<file path="config.mk">
export PLATFORM = sky130hd
export DESIGN_NAME = masked_random_feeder
export DESIGN_NICKNAME = d
export VERILOG_FILES = /design/src/rtl/masked_random_feeder.sv
export SDC_FILE = /design/constraint.sdc
export NUM_CORES = 1
export LEC_CHECK = 0
export ABC_CLOCK_PERIOD_IN_PS = 3900
export CAP_MARGIN = 5
export CORE_UTILIZATION = 55
export DETAILED_ROUTE_END_ITERATION = 16
export GPL_TIMING_DRIVEN = 0
export PLACE_DENSITY = 0.81
export SLEW_MARGIN = 10
export SYNTH_ARGS = -nofsm -noshare
export SYNTH_HDL_FRONTEND = slang
export SYNTH_SLANG_ARGS = --single-unit
</file>
<file path="constraint.sdc">
create_clock -name in_clock -period 3.9 [get_ports in_clock]
set_clock_uncertainty 0.1 [all_clocks]
set_input_delay 0.39 -clock in_clock [delete_from_list [all_inputs] [get_ports in_clock]]
set_output_delay 0.39 -clock in_clock [all_outputs]
set_load 0.005 [all_outputs]
</file>
<file path="src/rtl/masked_random_feeder.sv">
// Fresh-randomness source for the masked HPC1 multiplier harness: parallel 32-bit
// Fibonacci LFSRs, seeded word by word, warmed up, then stepped once per consumed vector.

package masked_random_feeder_pkg;

    // Raw zero-sharing words needed by masked_zero for n shares.
    function automatic int num_zero_random(input int n);
        return (n * (n - 1)) / 2;
    endfunction

    // HPC1 p words: one per unordered share pair.
    function automatic int num_quad(input int n);
        return (n * (n - 1)) / 2;
    endfunction

endpackage

module masked_random_feeder #(
    parameter int NUM_SHARES    = 2,
    parameter int BIT_WIDTH     = 4,
    parameter int WARMUP_CYCLES = 16
) (
    input  logic        in_clock,
    input  logic        in_reset,
    input  logic [31:0] in_seed,
    input  logic        in_seed_valid,
    output logic        out_seed_ready,
    output logic [masked_random_feeder_pkg::num_zero_random(NUM_SHARES)*BIT_WIDTH-1:0] out_r_raw,
    output logic [masked_random_feeder_pkg::num_quad(NUM_SHARES)*BIT_WIDTH-1:0]        out_p,
    output logic        out_valid,
    input  logic        in_ready
);

    localparam int R_BITS   = masked_random_feeder_pkg::num_zero_random(NUM_SHARES) * BIT_WIDTH;
    localparam int P_BITS   = masked_random_feeder_pkg::num_quad(NUM_SHARES) * BIT_WIDTH;
    localparam int OUT_BITS = R_BITS + P_BITS;
    localparam int NUM_LFSR = (OUT_BITS + 31) / 32;
    localparam int IDX_W    = (NUM_LFSR < 2) ? 1 : $clog2(NUM_LFSR + 1);

    localparam logic [1:0] S_UNSEEDED = 2'd0;
    localparam logic [1:0] S_LOAD     = 2'd1;
    localparam logic [1:0] S_WARMUP   = 2'd2;
    localparam logic [1:0] S_RUN      = 2'd3;

    logic [1:0]       state;
    logic [IDX_W-1:0] load_idx;
    logic [7:0]       warm_cnt;
    logic [31:0]      lfsr_q   [NUM_LFSR];
    logic [31:0]      lfsr_adv [NUM_LFSR];
    logic [NUM_LFSR*32-1:0] flat;
    logic [31:0]      seed_word;
    logic             seed_fire;
    logic             unused_bits;

    // One advance is 32 unrolled steps so every output word is entirely fresh.
    function automatic logic [31:0] lfsr_advance(input logic [31:0] s);
        logic [31:0] v;
        v = s;
        for (int i = 0; i < 32; i++) begin
            v = {v[30:0], v[31] ^ v[21] ^ v[1] ^ v[0]};
        end
        return v;
    endfunction

    always_comb begin
        for (int i = 0; i < NUM_LFSR; i++) begin
            lfsr_adv[i] = lfsr_advance(lfsr_q[i]);
        end
    end

    always_comb begin
        flat = '0;
        for (int i = 0; i < NUM_LFSR; i++) begin
            flat[i*32 +: 32] = lfsr_q[i];
        end
    end

    // An all-zero state would lock the LFSR, so a zero seed is stored as 1.
    assign seed_word = (in_seed == 32'h0) ? 32'h1 : in_seed;

    // Seeds are accepted in every state, including reseeding while running.
    assign out_seed_ready = 1'b1;
    assign seed_fire      = in_seed_valid && out_seed_ready;

    assign out_valid   = (state == S_RUN);
    assign out_r_raw   = flat[R_BITS-1:0];
    assign out_p       = flat[OUT_BITS-1:R_BITS];
    assign unused_bits = ^flat;

    always_ff @(posedge in_clock) begin
        if (in_reset) begin
            state    <= S_UNSEEDED;
            load_idx <= '0;
            warm_cnt <= '0;
            for (int i = 0; i < NUM_LFSR; i++) begin
                lfsr_q[i] <= 32'h1;
            end
        end else begin
            case (state)
                S_UNSEEDED: begin
                    if (seed_fire) begin
                        lfsr_q[0] <= seed_word;
                        load_idx  <= IDX_W'(1);
                        warm_cnt  <= '0;
                        state     <= (NUM_LFSR == 1) ? S_WARMUP : S_LOAD;
                    end
                end
                S_LOAD: begin
                    if (seed_fire) begin
                        for (int i = 0; i < NUM_LFSR; i++) begin
                            if (load_idx == IDX_W'(i)) begin
                                lfsr_q[i] <= seed_word;
                            end
                        end
                        load_idx <= load_idx + IDX_W'(1);
                        if (load_idx == IDX_W'(NUM_LFSR - 1)) begin
                            warm_cnt <= '0;
                            state    <= S_WARMUP;
                        end
                    end
                end
                S_WARMUP: begin
                    for (int i = 0; i < NUM_LFSR; i++) begin
                        lfsr_q[i] <= lfsr_adv[i];
                    end
                    warm_cnt <= warm_cnt + 8'd1;
                    if (warm_cnt == 8'(WARMUP_CYCLES - 1)) begin
                        state <= S_RUN;
                    end
                    if (seed_fire) begin
                        lfsr_q[0] <= seed_word;
                        load_idx  <= IDX_W'(1);
                        warm_cnt  <= '0;
                        state     <= (NUM_LFSR == 1) ? S_WARMUP : S_LOAD;
                    end
                end
                S_RUN: begin
                    if (in_ready) begin
                        for (int i = 0; i < NUM_LFSR; i++) begin
                            lfsr_q[i] <= lfsr_adv[i];
                        end
                    end
                    // A reseed overrides only LFSR[0]; a concurrent consume still completes.
                    if (seed_fire) begin
                        lfsr_q[0] <= seed_word;
                        load_idx  <= IDX_W'(1);
                        warm_cnt  <= '0;
                        state     <= (NUM_LFSR == 1) ? S_WARMUP : S_LOAD;
                    end
                end
                default: begin
                    state <= S_UNSEEDED;
                end
            endcase
        end
    end

endmodule

</file>
After elaboration in Yosys (flattened, before gate mapping). Memories as Yosys holds them, arrays and structs flattened. Cells that the tools add are included.

Order comparisons: 0. Reductions and logical operators: 12. Equality and inequality tests: 9. Divide/modulo/power cells: 0. Bitwise operators: 96. $add $sub $neg: 2. Mux-type cells: 49. $mul: 0. Shifts and indexed selects: 0.

Operator list (count): 32-bit two-way mux (6); 32-bit OR reduction (5); 1-bit XOR (96); 32-bit logical NOT (1); 8-bit two-way mux (4); 1-bit two-way mux (31); 8-bit case mux with 3 select lines (1); 2-bit two-way mux (5); 8-bit by 1-bit adder with 8-bit output, second input constant (1); 8-bit by 4-bit equality test with 1-bit output, second input constant (1); 2-bit case mux with 3 select lines (1); 2-bit equality test, second input constant (2); 2-bit by 1-bit != test with 1-bit output, second input constant (2); 2-bit != test, second input constant (2); 4-bit AND reduction (1); 3-bit != test, second input constant (1); 3-bit AND reduction (1); 3-bit OR reduction (1); 2-bit by 1-bit equality test with 1-bit output, second input constant (1); 2-bit logical NOT (1); 1-bit case mux with 2 select lines (1); 2-bit AND reduction (1); 2-bit OR reduction (1); 1-bit adder, second input constant (1).

Bits in read-only memories: 0. Memories kept: 1. Register bits after elaboration: 11. RAM bits: 32. Bits in latches: 0.

Memories: lfsr_q (words 1, bits a word 32, read ports 1, clocked after Yosys merged registers in 0, wr ports 2, RTL line 48) `logic [31:0] lfsr_q [NUM_LFSR];`.

Longest topological paths before layout. Gate-level depths: netlist of the first run. An unclocked memory read counts as a cell.

Word-level depth: 37. Mapped depth: 10. Gate-level depth less buffers: 10.

Worst setup path after synthesis of the first run. Ideal clock, no wire load.

Path kind: reg-to-reg. Start point: register state[1]. End point: memory lfsr_q[0][0] (enable). Library setup time: 466 ps. Clock period less this slack: 3555 ps. Data required time: 3334 ps. Path slack: 345 ps. Stages on the path, launching flop included: 5. Arrival time: 2990 ps. Path through: dfxtp_1 inv_1 ha_1 a211oi_1 o21ai_0.

RTL lines: start, declared (RTL line 45) `logic [1:0] state;`; start signal, assigned (RTL line 105) `state <= (NUM_LFSR == 1) ? S_WARMUP : S_LOAD;`; start signal, assigned (RTL line 134) `state <= (NUM_LFSR == 1) ? S_WARMUP : S_LOAD;`; start signal, assigned (RTL line 148) `state <= (NUM_LFSR == 1) ? S_WARMUP : S_LOAD;`; end, declared (RTL line 48).

==> impl_results.html, run 1 <==
<table>
<tr><th>Metric</th><th>Value</th></tr>
<tr><th colspan="2">Status</th></tr>
<tr><td>Run status</td><td>complete, no violations</td></tr>
<tr><th colspan="2">Clock network</th></tr>
<tr><td>Master cell of the clock root buffer</td><td>sky130_fd_sc_hd__clkbuf_8</td></tr>
<tr><td>Worst skew pair latency</td><td>310 ps</td></tr>
<tr><td>Clock H-tree levels</td><td>2</td></tr>
<tr><td>TritonCTS clock tree</td><td>yes</td></tr>
<tr><td>Hold buffer count at cts</td><td>0</td></tr>
<tr><td>Clock input transition at the sequential cells of the worst setup and hold paths</td><td>approximately 90 ps</td></tr>
<tr><td>Number of buffers on the longest clock path</td><td>2</td></tr>
<tr><td>Clock tree sinks</td><td>43</td></tr>
<tr><td>Number of buffers added by the clock tree synthesis step</td><td>5</td></tr>
<tr><th colspan="2">Setup path</th></tr>
<tr><td>Reg2Reg Setup Slack</td><td>between 70 and 80 ps</td></tr>
<tr><td>Data arrival time of the critical path</td><td>around 3800 ps</td></tr>
<tr><td>Required time reported for the critical path endpoint</td><td>slightly below 4000 ps</td></tr>
<tr><td>Startpoint-to-endpoint class of the critical path</td><td>flop to flop</td></tr>
<tr><td>Kind of end point of the critical path</td><td>flop</td></tr>
<tr><td>CP Launch Type</td><td>flop</td></tr>
<tr><td>Crit path max fanout</td><td>6</td></tr>
<tr><th colspan="2">Synth</th></tr>
<tr><td>Unique masters post-synth</td><td>37</td></tr>
<tr><td>Post-synthesis instance area</td><td>between 3000 and 4000 µm²</td></tr>
<tr><td>Cell with the most instances after synthesis</td><td>sky130_fd_sc_hd__xnor2_1</td></tr>
<tr><td>Top area cells in the synthesized netlist</td><td>sky130_fd_sc_hd__edfxtp_1 (30%), sky130_fd_sc_hd__xnor2_1 (16%), sky130_fd_sc_hd__xor2_1 (7.7%)</td></tr>
<tr><td>Area fraction of the dominant cell type after synthesis</td><td>just over 30%</td></tr>
<tr><td>Warning count from the yosys run</td><td>0</td></tr>
<tr><td>Share of the yosys chip area belonging to registers</td><td>a little under two fifths</td></tr>
<tr><td>Synthesized Nets</td><td>around 330</td></tr>
<tr><td>Avg Inst Size Synth</td><td>approximately 11 µm²</td></tr>
<tr><td>Ys async rst share</td><td>0%</td></tr>
<tr><td>Number of cells produced by synthesis</td><td>283</td></tr>
<tr><td>Number of enable-type register cells in the synthesized netlist</td><td>32</td></tr>
<tr><td>Top flip-flop cell by instance count after synthesis</td><td>sky130_fd_sc_hd__edfxtp_1</td></tr>
<tr><td>Number of register bits inferred by synthesis</td><td>43</td></tr>
<tr><td>Largest area contributor in the synthesized netlist</td><td>sky130_fd_sc_hd__edfxtp_1</td></tr>
<tr><td>Synth cell count leaders</td><td>sky130_fd_sc_hd__xnor2_1 (60), sky130_fd_sc_hd__edfxtp_1 (32), sky130_fd_sc_hd__xor2_1 (28)</td></tr>
<tr><th colspan="2">Placement</th></tr>
<tr><td>Final estimated routing congestion in global placement</td><td>0.907</td></tr>
<tr><td>Dpl cells</td><td>a little under 400</td></tr>
<tr><td>Post-detailed-placement half-perimeter wirelength</td><td>between 5 and 6 mm</td></tr>
<tr><td>Port Buf Inserts</td><td>between 40 and 50</td></tr>
<tr><th colspan="2">Routing</th></tr>
<tr><td>Initial DRC count</td><td>between 150 and 200</td></tr>
<tr><td>Via count of the routed design</td><td>~2,300</td></tr>
<tr><td>Remaining DRCs</td><td>0</td></tr>
<tr><td>Pre-antenna DRT Iters</td><td>6</td></tr>
<tr><td>WL/cell</td><td>18.6 µm</td></tr>
<tr><td>Detail Route Antenna Nets</td><td>0</td></tr>
<tr><td>Via-per-instance ratio</td><td>roughly 5.7</td></tr>
<tr><td>Total wire length after detailed routing</td><td>~7.6 mm</td></tr>
<tr><th colspan="2">Global route</th></tr>
<tr><td>Pin count of the biggest net entering global routing</td><td>21</td></tr>
<tr><td>Global router's overall resource usage</td><td>between 20% and 30%</td></tr>
<tr><td>Final global-route overflow total</td><td>0</td></tr>
<tr><td>Number of antenna violations at the first check in global routing</td><td>0</td></tr>
<tr><td>Via count of the first global-routing pass</td><td>about 2,300</td></tr>
<tr><td>Global-route wire length before repair</td><td>between 10 and 15 mm</td></tr>
<tr><th colspan="2">Timing</th></tr>
<tr><td>Worst slew margin relative to its limit</td><td>approximately 29%</td></tr>
<tr><td>Final Critical Period</td><td>roughly 3800 ps</td></tr>
<tr><td>Number of max-slew violations in the final report</td><td>0</td></tr>
<tr><td>Transition time of the tightest slew-check pin</td><td>1060 ps</td></tr>
<tr><td>Finish-stage setup viols</td><td>0</td></tr>
<tr><td>Final period utilization</td><td>between 90% and 100%</td></tr>
<tr><td>Hold violation total from the final report</td><td>0</td></tr>
<tr><td>RSZ-0062 raised after global routing</td><td>no</td></tr>
<tr><td>Max Clock Freq</td><td>262 MHz</td></tr>
<tr><th colspan="2">Floorplanning</th></tr>
<tr><td>Number of standard-cell rows in the floorplan</td><td>27</td></tr>
<tr><td>Floorplan Core Area</td><td>around 5500 µm²</td></tr>
<tr><td>Starting density of the core</td><td>about 57%</td></tr>
<tr><td>Vertical die dimension</td><td>78.1 µm</td></tr>
<tr><td>Top Ports</td><td>46</td></tr>
<tr><td>Die Footprint</td><td>a little over 6000 µm²</td></tr>
<tr><td>Die Wd</td><td>a little under 80 µm</td></tr>
<tr><th colspan="2">Cells and area</th></tr>
<tr><td>Share of the core filled with cells in the final layout</td><td>between 60 and 70%</td></tr>
<tr><td>Layout Cells excl Fill</td><td>408</td></tr>
<tr><td>Layout-stage area growth over the synthesis result</td><td>21.2%</td></tr>
<tr><td>Nets</td><td>about 380</td></tr>
<tr><td>ANT cells</td><td>0</td></tr>
<tr><td>Filler instances</td><td>roughly 420</td></tr>
<tr><td>Ratio of cells with drive above 1 in the final layout</td><td>10.7%</td></tr>
<tr><th colspan="2">Run</th></tr>
<tr><td>Max-Cap Viols</td><td>0</td></tr>
<tr><th colspan="2">Min path</th></tr>
<tr><td>Type of the tightest min-delay check</td><td>input pin to flop</td></tr>
</table>
-- metal layers --
layer | global-route usage (%) | vias up | wire length (µm)
li1 | - | 1084 | -
met1 | 34.7 | 1124 | 3200
met2 | 46.1 | 108 | 3740
met3 | 4.88 | 13 | 500
met4 | 9.26 | 0 | 173
met5 | 0 | - | 0
-- cell usage in the layout (no fill, tap or decap), types with 2 or more instances in the layout --
cell type                         instances
sky130_fd_sc_hd__a211oi_1                 2
sky130_fd_sc_hd__a21oi_1                  8
sky130_fd_sc_hd__a22o_1                  14
sky130_fd_sc_hd__buf_4                   11
sky130_fd_sc_hd__clkbuf_1                 9
sky130_fd_sc_hd__clkbuf_8                 5
sky130_fd_sc_hd__clkdlybuf4s50_1         42
sky130_fd_sc_hd__dfxtp_1                 11
sky130_fd_sc_hd__edfxtp_1                32
sky130_fd_sc_hd__ha_1                     6
sky130_fd_sc_hd__inv_1                    4
sky130_fd_sc_hd__inv_4                    2
sky130_fd_sc_hd__mux2i_1                  2
sky130_fd_sc_hd__nand2_1                 21
sky130_fd_sc_hd__nand2b_1                 2
sky130_fd_sc_hd__nand3_1                  2
sky130_fd_sc_hd__nand4_1                  5
sky130_fd_sc_hd__nor2_1                  10
sky130_fd_sc_hd__nor2b_1                  2
sky130_fd_sc_hd__nor3_1                   2
sky130_fd_sc_hd__nor3b_1                  2
sky130_fd_sc_hd__nor4_1                   9
sky130_fd_sc_hd__o21ai_0                 15
sky130_fd_sc_hd__or3_1                    2
sky130_fd_sc_hd__xnor2_1                 59
sky130_fd_sc_hd__xnor2_2                  3
sky130_fd_sc_hd__xnor3_1                  7
sky130_fd_sc_hd__xnor3_2                  3
sky130_fd_sc_hd__xnor3_4                  2
sky130_fd_sc_hd__xor2_1                  26
sky130_fd_sc_hd__xor2_2                   2
sky130_fd_sc_hd__xor3_2                   2
-- final timing paths --
path,from,end,cells past startpoint
setup / recovery,lfsr_q[0][21],lfsr_q[0][1],8
hold reg to reg,load_idx,load_idx,1
hold / removal,in_reset,state[1],2
setup reg to reg,lfsr_q[0][21],lfsr_q[0][1],8
-- logic make-up (layout without fill, tap and decap cells) --
group | count (synthesis) | in the layout | share of synthesized area [%]
other cells | 1 | 1 | 0.118
compound gates | 44 | 44 | 8.99
simple gates | 58 | 58 | 8.96
fa+ha+maj | 6 | 6 | 2.36
flops | 43 | 43 | 37.1
buf+inv | 22 | 75 | 3.65
mux | 2 | 2 | 0.628
xor+xnor | 107 | 107 | 38.2
-- cell type report --
class	count	area [µm²]	area share (%)
sequential	43	1180	30.6
clock buffer	5	68.8	1.78
inverter	4	15.0	0.389
buffer	18	101	2.62
multi-input combinational	218	1920	49.8
tap	72	90.1	2.33
clock inverter	3	21.3	0.551
timing repair buffer	45	463	12.0
-- sequential cells by signal, summed over array words and instances, names as in the netlist --
name      count
warm_cnt      8
load_idx      1
state         2
lfsr_q       32
-- metrics by stage --
stage	TNS, ps	hold slack, ps	setup slack [ps]	area (µm²)
floorplan	0	378	345	3190
global placement	-29270	399	-915	3700
detailed placement	-88.4	414	-88.4	3730
global route	0	375	6.63	3860
finish	0	331	79.0	3860
CTS	0	326	18.2	3840
-- timing repair --
item	CTS	global route
gates cloned	0	0
gates resized for setup	2	1
pin swaps	0	1
buffers inserted	0	2
setup endpoints to repair	2	2
-- critical path, cell delays in order, from the launching register on --
cell and delay [ps]:
sky130_fd_sc_hd__edfxtp_1 450, sky130_fd_sc_hd__xnor3_1 460, sky130_fd_sc_hd__xnor2_2 360, sky130_fd_sc_hd__xnor3_4 540, sky130_fd_sc_hd__xor2_4 320, sky130_fd_sc_hd__xnor3_2 430, sky130_fd_sc_hd__xnor3_2 440, sky130_fd_sc_hd__xnor3_1 410
sky130_fd_sc_hd__o21ai_1 60
Power of run 1 is not shown: default switching activity piles up to over one toggle a cycle in this logic, so the estimate is an artifact.
==> inputs of run 2 (changes only) <==
Settings changed: GPL_TIMING_DRIVEN 0 to not set.
==> run 2 against run 1 <==
Net effect:
- sequential share of layout area grew 0.59 points
- maximum frequency grew 3.5%
- routed wire length shrank 4.7%
- global-route usage shrank 1.3 points
- via count shrank 3.9%
- worst setup slack gained 130 ps
- clock-buffer cell count grew 1
- register-to-register slack gained 130 ps
- critical endpoint unchanged
- largest cell class unchanged
- highest routed layer unchanged
==> impl_results.html, run 2 (synthesis results as in run 1) <==
<table>
<tr><th>Metric</th><th>Value</th></tr>
<tr><th colspan="2">Timing</th></tr>
<tr><td>RSZ-0062 raised after global routing</td><td>no</td></tr>
<tr><td>Final period utilization</td><td>between 90% and 100%</td></tr>
<tr><td>Final WS setup</td><td>about 210 ps</td></tr>
<tr><td>Max Clock Freq</td><td>roughly 270 MHz</td></tr>
<tr><td>Sum Neg Setup Slack</td><td>0 ps</td></tr>
<tr><td>Hold violation total from the final report</td><td>0</td></tr>
<tr><td>Final Critical Period</td><td>3690 ps</td></tr>
<tr><td>Post-Route Hold Slack</td><td>430 ps</td></tr>
<tr><td>Finish-stage setup viols</td><td>0</td></tr>
<tr><td>Transition time of the tightest slew-check pin</td><td>just over 800 ps</td></tr>
<tr><td>Number of max-slew violations in the final report</td><td>0</td></tr>
<tr><td>Worst slew margin relative to its limit</td><td>between 40% and 50%</td></tr>
<tr><th colspan="2">Clock network</th></tr>
<tr><td>TritonCTS clock tree</td><td>yes</td></tr>
<tr><td>Worst skew pair latency</td><td>approximately 290 ps</td></tr>
<tr><td>Clock input transition at the sequential cells of the worst setup and hold paths</td><td>around 80 ps</td></tr>
<tr><td>Clock H-tree levels</td><td>2</td></tr>
<tr><td>Master cell of the clock root buffer</td><td>sky130_fd_sc_hd__clkbuf_8</td></tr>
<tr><td>Buffers inserted during post-CTS setup optimization</td><td>0</td></tr>
<tr><td>Number of buffers added by the clock tree synthesis step</td><td>5</td></tr>
<tr><td>Number of buffers on the longest clock path</td><td>2</td></tr>
<tr><td>Total of cells resized after clock tree synthesis</td><td>0</td></tr>
<tr><td>Hold buffer count at cts</td><td>0</td></tr>
<tr><td>Clock tree sinks</td><td>43</td></tr>
<tr><th colspan="2">Setup path</th></tr>
<tr><td>CP Launch Type</td><td>flop</td></tr>
<tr><td>Top cell family by delay on the critical path</td><td>XOR/XNOR gates</td></tr>
<tr><td>Kind of end point of the critical path</td><td>flop</td></tr>
<tr><td>Most frequent cell on the critical path</td><td>sky130_fd_sc_hd__xnor3_2</td></tr>
<tr><td>Peak per-stage delay on the critical path</td><td>600 ps</td></tr>
<tr><td>CP Launch Point</td><td>lfsr_q[0][20]</td></tr>
<tr><td>Data arrival time of the critical path</td><td>~3600 ps</td></tr>
<tr><td>Reg-to-reg startpoint</td><td>lfsr_q[0][20]</td></tr>
<tr><td>Reg2Reg Setup Slack</td><td>about 210 ps</td></tr>
<tr><td>Cell depth of the worst flop-to-flop path</td><td>8</td></tr>
<tr><td>Buf+Inv Stages, Crit Path</td><td>0</td></tr>
<tr><td>Crit path max fanout</td><td>6</td></tr>
<tr><td>Cells along the critical path</td><td>xor2_1 -&gt; xor3_2 -&gt; xnor2_4 -&gt; xor2_4 -&gt; xnor3_2 -&gt; xnor3_2 -&gt; xnor3_1 -&gt; o21ai_1</td></tr>
<tr><td>Startpoint-to-endpoint class of the critical path</td><td>flop to flop</td></tr>
<tr><td>Stages on the worst setup path</td><td>8</td></tr>
<tr><td>Worst reg2reg endpoint</td><td>lfsr_q[0][1]</td></tr>
<tr><td>CP Capture Point</td><td>lfsr_q[0][1]</td></tr>
<tr><td>Slowest CP cell</td><td>sky130_fd_sc_hd__xor3_2</td></tr>
<tr><td>Required time reported for the critical path endpoint</td><td>between 3000 and 4000 ps</td></tr>
<tr><th colspan="2">Global route</th></tr>
<tr><td>Global-route wire length before repair</td><td>between 10 and 15 mm</td></tr>
<tr><td>Via count of the first global-routing pass</td><td>between 2,000 and 2,500</td></tr>
<tr><td>Final global-route overflow total</td><td>0</td></tr>
<tr><td>Pin count of the biggest net entering global routing</td><td>33</td></tr>
<tr><td>Global router's overall resource usage</td><td>roughly 26%</td></tr>
<tr><td>Number of antenna violations at the first check in global routing</td><td>0</td></tr>
<tr><th colspan="2">Cells and area</th></tr>
<tr><td>Leading cell type in the layout, fill and taps excluded</td><td>sky130_fd_sc_hd__xnor2_1</td></tr>
<tr><td>Ratio of cells with drive above 1 in the final layout</td><td>9.76%</td></tr>
<tr><td>ANT cells</td><td>0</td></tr>
<tr><td>Register with the most flip-flops</td><td>lfsr_q</td></tr>
<tr><td>Number of flip-flops in the largest register</td><td>32</td></tr>
<tr><td>Layout Cells excl Fill</td><td>400</td></tr>
<tr><td>Layout-stage area growth over the synthesis result</td><td>19.0%</td></tr>
<tr><td>Nets</td><td>around 370</td></tr>
<tr><td>Highest-count cells in the layout ignoring fill and taps</td><td>sky130_fd_sc_hd__xnor2_1 (60), sky130_fd_sc_hd__clkdlybuf4s50_1 (44), sky130_fd_sc_hd__edfxtp_1 (32), sky130_fd_sc_hd__xor2_1 (28), sky130_fd_sc_hd__nand2_1 (21)</td></tr>
<tr><td>Largest registers ranked by flip-flop count</td><td>lfsr_q: 32 flops, warm_cnt: 8 flops, state: 2 flops</td></tr>
<tr><th colspan="2">Routing</th></tr>
<tr><td>Pre-antenna DRT Iters</td><td>4</td></tr>
<tr><td>Detail Route Antenna Nets</td><td>0</td></tr>
<tr><td>Via-per-instance ratio</td><td>5.60</td></tr>
<tr><td>Initial DRC count</td><td>approximately 140</td></tr>
<tr><td>WL/cell</td><td>18.1 µm</td></tr>
<tr><td>Remaining DRCs</td><td>0</td></tr>
<tr><td>Via count of the routed design</td><td>roughly 2,200</td></tr>
<tr><td>Total wire length after detailed routing</td><td>about 7.2 mm</td></tr>
<tr><th colspan="2">Run</th></tr>
<tr><td>Max-Cap Viols</td><td>0</td></tr>
<tr><th colspan="2">Placement</th></tr>
<tr><td>Post-Place Setup Slack</td><td>around 280 ps</td></tr>
<tr><td>Dpl cells</td><td>~400</td></tr>
<tr><td>Final estimated routing congestion in global placement</td><td>0.919</td></tr>
<tr><td>Port Buf Inserts</td><td>44</td></tr>
<tr><td>Post-detailed-placement half-perimeter wirelength</td><td>between 5 and 6 mm</td></tr>
<tr><th colspan="2">Floorplanning</th></tr>
<tr><td>Number of standard-cell rows in the floorplan</td><td>27</td></tr>
<tr><td>Die Footprint</td><td>approximately 6000 µm²</td></tr>
<tr><td>Top Ports</td><td>between 40 and 50</td></tr>
<tr><td>Vertical die dimension</td><td>78.1 µm</td></tr>
<tr><td>Die Wd</td><td>a little under 80 µm</td></tr>
<tr><td>Starting density of the core</td><td>between 50% and 60%</td></tr>
<tr><td>Floorplan Core Area</td><td>5540 µm²</td></tr>
<tr><th colspan="2">Status</th></tr>
<tr><td>Run status</td><td>complete, no violations</td></tr>
<tr><th colspan="2">Min path</th></tr>
<tr><td>Type of the tightest min-delay check</td><td>flop to flop</td></tr>
</table>
[run 2: cell count changes in the layout (fill, tap and decap cells not counted), sizes merged]
cell           delta
clkinv            +1
buf               -1
inv               -2
clkdlybuf4s50     +2
clkbuf            -8
[run 2: layer usage]
layer / vias to the layer above / wire length, µm / GRT usage, %
met5: - / 0 / 0
met4: 0 / 159 / 8.70
met3: 13 / 393 / 3.95
met2: 69 / 3550 / 43.3
met1: 1082 / 3140 / 34.0
li1: 1074 / - / -
[run 2: layout make-up]
type                    instances  area [µm²]
repair buffers                 55         523
clock inverters                 2        11.3
clock buffers                   6        72.6
fillers                       427        1750
well taps                      72        90.1
flip-flops and latches         43        1180
multi-input cells             218        1900
inverters                       4        15.0
[run 2: per-stage QoR]
step / area, µm² / util [%]
floorplan: 3190 / -
global placement: 3710 / 66.9
detailed placement: 3710 / 66.9
CTS: 3790 / 68.4
global route: 3790 / 68.4
finish: 3790 / 68.4
[run 2: worst min-delay path by stage]
stage | endpoint | cells past startpoint | startpoint | slack [ps]
floorplan | load_idx | 1 | load_idx | 380
global placement | load_idx | 1 | load_idx | 400
detailed placement | warm_cnt[7] | 2 | warm_cnt[7] | 410
CTS | warm_cnt[7] | 2 | warm_cnt[7] | 430
global route | load_idx | 1 | load_idx | 450
finish | warm_cnt[7] | 2 | warm_cnt[7] | 430
[run 2: worst min-delay path, delay by kind of cell (launching register included)]
family | cells | cell delay [ps]
flops | 1 | 350
xor+xnor | 1 | 70
simple gates | 1 | 70
Power of run 2 is left out for the same reason.
